==> config.mk <==
export PLATFORM = sky130hd
export DESIGN_NAME = boilerplate_accum
export DESIGN_NICKNAME = d
export VERILOG_FILES = /design/src/rtl/boilerplate_accum.sv
export SDC_FILE = /design/constraint.sdc
export NUM_CORES = 1
export LEC_CHECK = 0
export ABC_AREA = 1
export ABC_CLOCK_PERIOD_IN_PS = 2800
export CORE_AREA = 2 2 71 59
export CTS_BUF_LIST = sky130_fd_sc_hd__clkbuf_2 sky130_fd_sc_hd__clkbuf_4 sky130_fd_sc_hd__clkbuf_8
export CTS_CLUSTER_SIZE = 14
export DETAILED_ROUTE_END_ITERATION = 6
export DIE_AREA = 0 0 73 61
export PLACE_DENSITY = 0.82
export SYNTH_ARGS = -nofsm -noshare
export SYNTH_HDL_FRONTEND = slang
export SYNTH_SLANG_ARGS = --single-unit
==> constraint.sdc <==
create_clock -name clk -period 2.8 [get_ports clk]
set_input_delay 0.56 -clock clk [delete_from_list [all_inputs] [get_ports clk]]
set_output_delay 0.56 -clock clk [all_outputs]
set_load 0.05 [all_outputs]
==> src/rtl/boilerplate_accum.sv <==
// Saturating running accumulator: registers each unsigned sample, then adds it
// into a PARAM2-bit accumulator that clamps at all-ones instead of wrapping.
module boilerplate_accum #(
    parameter int PARAM1 = 10,
    parameter int PARAM2 = 20
) (
    input  logic              clk,
    input  logic              reset,
    input  logic [PARAM1-1:0] in,
    output logic [PARAM2-1:0] out
);

    generate
        if (PARAM1 < 1 || PARAM2 < PARAM1) begin : g_bad_params
            $error("boilerplate_accum: need PARAM1 >= 1 and PARAM2 >= PARAM1");
        end
    endgenerate

    localparam int EXT_W = PARAM2 + 1 - PARAM1;

    logic [PARAM1-1:0] s_q;
    logic [PARAM1-1:0] s_d;
    logic [PARAM2-1:0] acc_q;
    logic [PARAM2-1:0] acc_d;
    logic [PARAM2:0]   sum;

    // The extra carry bit of the sum is the overflow flag; clamp when it is set.
    function automatic logic [PARAM2-1:0] sat(input logic [PARAM2:0] val);
        if (val[PARAM2]) begin
            return {PARAM2{1'b1}};
        end
        return val[PARAM2-1:0];
    endfunction

    always_comb begin
        s_d   = in;
        sum   = {1'b0, acc_q} + {{EXT_W{1'b0}}, s_q};
        acc_d = sat(sum);
    end

    // Stage 1 captures the sample, stage 2 folds it into the accumulator.
    always_ff @(posedge clk or posedge reset) begin
        if (reset) begin
            s_q   <= '0;
            acc_q <= '0;
        end else begin
            s_q   <= s_d;
            acc_q <= acc_d;
        end
    end

    assign out = acc_q;

endmodule

==> flow_results.xml <==
<?xml version="1.0" encoding="UTF-8"?>
<metrics>
  <group name="global_route">
    <metric name="antenna_found_initial" unit="">0</metric>
    <metric name="grt_max_degree" unit="">31</metric>
    <metric name="grt_pass1_wl" unit="mm">6.513</metric>
    <metric name="first_global_vias" unit="">1442</metric>
    <metric name="global_route.usage.total" unit="%">19.96</metric>
    <metric name="grt_remaining_overflow" unit="">0</metric>
  </group>
  <group name="sta">
    <metric name="finalCriticalPeriod" unit="ns">2.162</metric>
    <metric name="worst-slew-pin-transition" unit="ns">0.5019</metric>
    <metric name="timing.fmax" unit="MHz">462.4</metric>
    <metric name="finalCritPeriodShare" unit="%">77.23</metric>
    <metric name="final.hold.worst_slack" unit="ns">0.5350</metric>
    <metric name="post-route-worst-setup-slack" unit="ns">0.6375</metric>
    <metric name="worst_slew_margin_rel" unit="%">66.43</metric>
    <metric name="skew" unit="ns">0.008041</metric>
    <metric name="final-max-slew-violation-count" unit="">0</metric>
    <metric name="number_of_hold_violations_in_the_final_report" unit="">0</metric>
    <metric name="final.setup.tns" unit="ns">0</metric>
    <metric name="setup_viol_count_final" unit="">0</metric>
    <metric name="unrepaired_setup_endpoints_after_global_routing" unit="">false</metric>
  </group>
  <group name="power">
    <metric name="cellPowerDensity" unit="nW/um2">1143</metric>
    <metric name="worst_ir_drop_vdd" unit="V">0.0006941</metric>
    <metric name="leak_pwr" unit="nW">1.226</metric>
  </group>
  <group name="route">
    <metric name="antenna_left" unit="">0</metric>
    <metric name="drt-wirelength-per-cell" unit="um">11.71</metric>
    <metric name="first_pass_iters" unit="">5</metric>
    <metric name="postRouteWirelength" unit="mm">3.760</metric>
    <metric name="drt_iter0_drc" unit="">73</metric>
    <metric name="drt-vias-per-instance" unit="">4.935</metric>
    <metric name="vias" unit="">1584</metric>
    <metric name="drc" unit="">0</metric>
  </group>
  <group name="yosys">
    <metric name="synth_area_leader_cell" unit="">sky130_fd_sc_hd__dfrtp_1</metric>
    <metric name="synth.net_count" unit="">261</metric>
    <metric name="syn_area_per_cell" unit="um2">7.696</metric>
    <metric name="syn-cell-area" unit="um2">1832</metric>
    <metric name="synth_common_cells" unit="">sky130_fd_sc_hd__nand2_1, sky130_fd_sc_hd__inv_1, sky130_fd_sc_hd__dfrtp_1</metric>
    <metric name="area_contributors_post_synth" unit="">sky130_fd_sc_hd__dfrtp_1, sky130_fd_sc_hd__nand2_1, sky130_fd_sc_hd__inv_1</metric>
    <metric name="synth_seq_area_share" unit="%">40.98</metric>
    <metric name="synth_warnings" unit="">0</metric>
    <metric name="ys_async_sr_fraction" unit="%">100.0</metric>
    <metric name="edff_count_synth" unit="">0</metric>
    <metric name="synth-main-ff-cell" unit="">sky130_fd_sc_hd__dfrtp_1</metric>
    <metric name="synth_cells" unit="">238</metric>
    <metric name="synth.most_common_cell" unit="">sky130_fd_sc_hd__nand2_1</metric>
    <metric name="post-synth-top-area-fraction" unit="%">40.98</metric>
    <metric name="yosys_register_bits" unit="">30</metric>
    <metric name="synthDistinctLibCells" unit="">23</metric>
  </group>
  <group name="critical_path">
    <metric name="timing.critical_path.buf_inv" unit="">1</metric>
    <metric name="cp.required" unit="ns">2.24</metric>
    <metric name="timing.critical_path.fanout_max" unit="">6</metric>
    <metric name="critPathArrivalTime" unit="ns">1.60</metric>
    <metric name="path_cells" unit="">clkdlybuf4s50_1</metric>
    <metric name="cp_slowest_stage_delay" unit="ns">0.85</metric>
    <metric name="end_kind" unit="">output port</metric>
    <metric name="critPathLaunchType" unit="">flip-flop</metric>
    <metric name="cp_slowest_cell" unit="">sky130_fd_sc_hd__clkdlybuf4s50_1</metric>
    <metric name="critPathKind" unit="">reg2out</metric>
    <metric name="timing.critical_path.max_delay_family" unit="">buffers and inverters</metric>
    <metric name="reg2reg_slack" unit="ns">0.66</metric>
  </group>
  <group name="cts">
    <metric name="htree_levels" unit="">2</metric>
    <metric name="worst_setup_hold_path_clk_slew" unit="ns">0.05</metric>
    <metric name="clock_latency" unit="ns">0.29</metric>
    <metric name="clockRootBuffer" unit="">sky130_fd_sc_hd__clkbuf_8</metric>
    <metric name="cts_sinks" unit="">30</metric>
    <metric name="tritoncts" unit="">built</metric>
    <metric name="max-clock-path-buffers" unit="">2</metric>
    <metric name="post_cts_resized" unit="">0</metric>
    <metric name="cts_post_setup_buffers_inserted" unit="">0</metric>
    <metric name="tritoncts.num_buffers" unit="">5</metric>
    <metric name="post_cts_hold_buffer_count" unit="">0</metric>
  </group>
  <group name="floorplan">
    <metric name="io_pins" unit="">32</metric>
    <metric name="start_util" unit="%">49.13</metric>
    <metric name="core_area" unit="um2">3729</metric>
    <metric name="die_h" unit="um">61</metric>
    <metric name="fp.dieW" unit="um">73</metric>
    <metric name="total_die_area" unit="um2">4453</metric>
    <metric name="core.rowCount" unit="">20</metric>
  </group>
  <group name="layout">
    <metric name="nets" unit="">299</metric>
    <metric name="layout.filler_cells" unit="">337</metric>
    <metric name="area_growth" unit="%">24.93</metric>
    <metric name="area_of_the_multi_input_gates" unit="um2">927.1</metric>
    <metric name="final-seq-area" unit="um2">750.7</metric>
    <metric name="antenna_cells" unit="">0</metric>
    <metric name="fraction_of_layout_cells_with_a_size_suffix_above_1" unit="%">11.55</metric>
  </group>
  <group name="placed_design">
    <metric name="numPortBuffers" unit="">31</metric>
    <metric name="gp_routability_congestion" unit="">0.9169</metric>
    <metric name="hpwl" unit="mm">2.971</metric>
    <metric name="pre_cts_ws" unit="ns">0.6650</metric>
  </group>
  <group name="min_path">
    <metric name="min_path_type" unit="">reg2reg</metric>
  </group>
  <group name="outcome">
    <metric name="status" unit="">finished clean</metric>
  </group>
  <group name="job">
    <metric name="maxCapViolCount" unit="">0</metric>
  </group>
</metrics>
stage by stage:
step / area [um2] / power, mW / cells / utilization, %
after detailed placement: 2193 / 2.261 / 313 / 58.83
after global routing: 2288 / 2.816 / 321 / 61.38
after global placement: 2193 / 2.232 / 313 / 58.83
final: 2288 / 2.616 / 321 / 61.38
after CTS: 2288 / 2.633 / 321 / 61.38
after floorplan: 1832 / 1.829 / 238 / -
power breakdown:
group / leakage, nW / switching (mW) / total (mW) / internal (mW)
clock network: 0.0517 / 0.155 / 0.363 / 0.207
logic: 0.808 / 1.01 / 1.59 / 0.577
registers: 0.366 / 0.106 / 0.668 / 0.562
layout make-up:
type | count | share of cell area (%)
multi-input cells | 169 | 40.51
flip-flops and latches | 30 | 32.80
repair buffers | 32 | 13.89
inverters | 38 | 6.233
clock buffers | 7 | 3.937
well taps | 44 | 2.406
clock inverters | 1 | 0.2187
cell families (layout without fill, tap and decap cells):
logic type | count (synthesis) | in the layout | share of synthesized area, %
and+or+nand+nor | 146 | 146 | 37.29
AOI/OAI and AO/OA | 6 | 6 | 2.528
buffers and inverters | 39 | 78 | 8.402
xor gates and xnor gates | 6 | 6 | 2.869
DFF | 30 | 30 | 40.98
adders and majority gates | 11 | 11 | 7.924
path summary, 6_finish.rpt:
| kind | from | cells past startpoint | endpoint |
|---|---|---|---|
| worst max-delay path | out[10]$_DFF_PP0_ | 1 | out[10] |
| max in group asynchronous | reset | 3 | out[8]$_DFF_PP0_ |
| worst min-delay path | out[14]$_DFF_PP0_ | 2 | out[14]$_DFF_PP0_ |
| min in group asynchronous | reset | 3 | out[19]$_DFF_PP0_ |
| worst min register to register | out[14]$_DFF_PP0_ | 2 | out[14]$_DFF_PP0_ |
| worst max register to register | out[0]$_DFF_PP0_ | 10 | out[10]$_DFF_PP0_ |
routing by layer:
metal  share of wire (%)  GRT usage (%)  wire length, um
met5                   0              0                0
met4                 1.4          7.937               53
met3                 7.6          7.309              286
met2                  42          28.83             1576
met1                  49          27.35             1843
flip-flops by register name, summed over array words and instances (netlist names):
name / count
out: 20
s_q: 10
cell usage in the layout (no fill, tap or decap), drive strengths merged:
master,instances
nand2,81
inv,38
nand3,32
clkdlybuf4s50,31
dfrtp,30
nor2,13
ha,10
or2,10
clkbuf,7
xor2,5
a21oi,4
nor3,4
nand4,3
nand3b,2
o21bai,1
and2,1
a21boi,1
xnor2,1
fa,1
clkinv,1
buf,1
(Power assumes the default switching activity.)
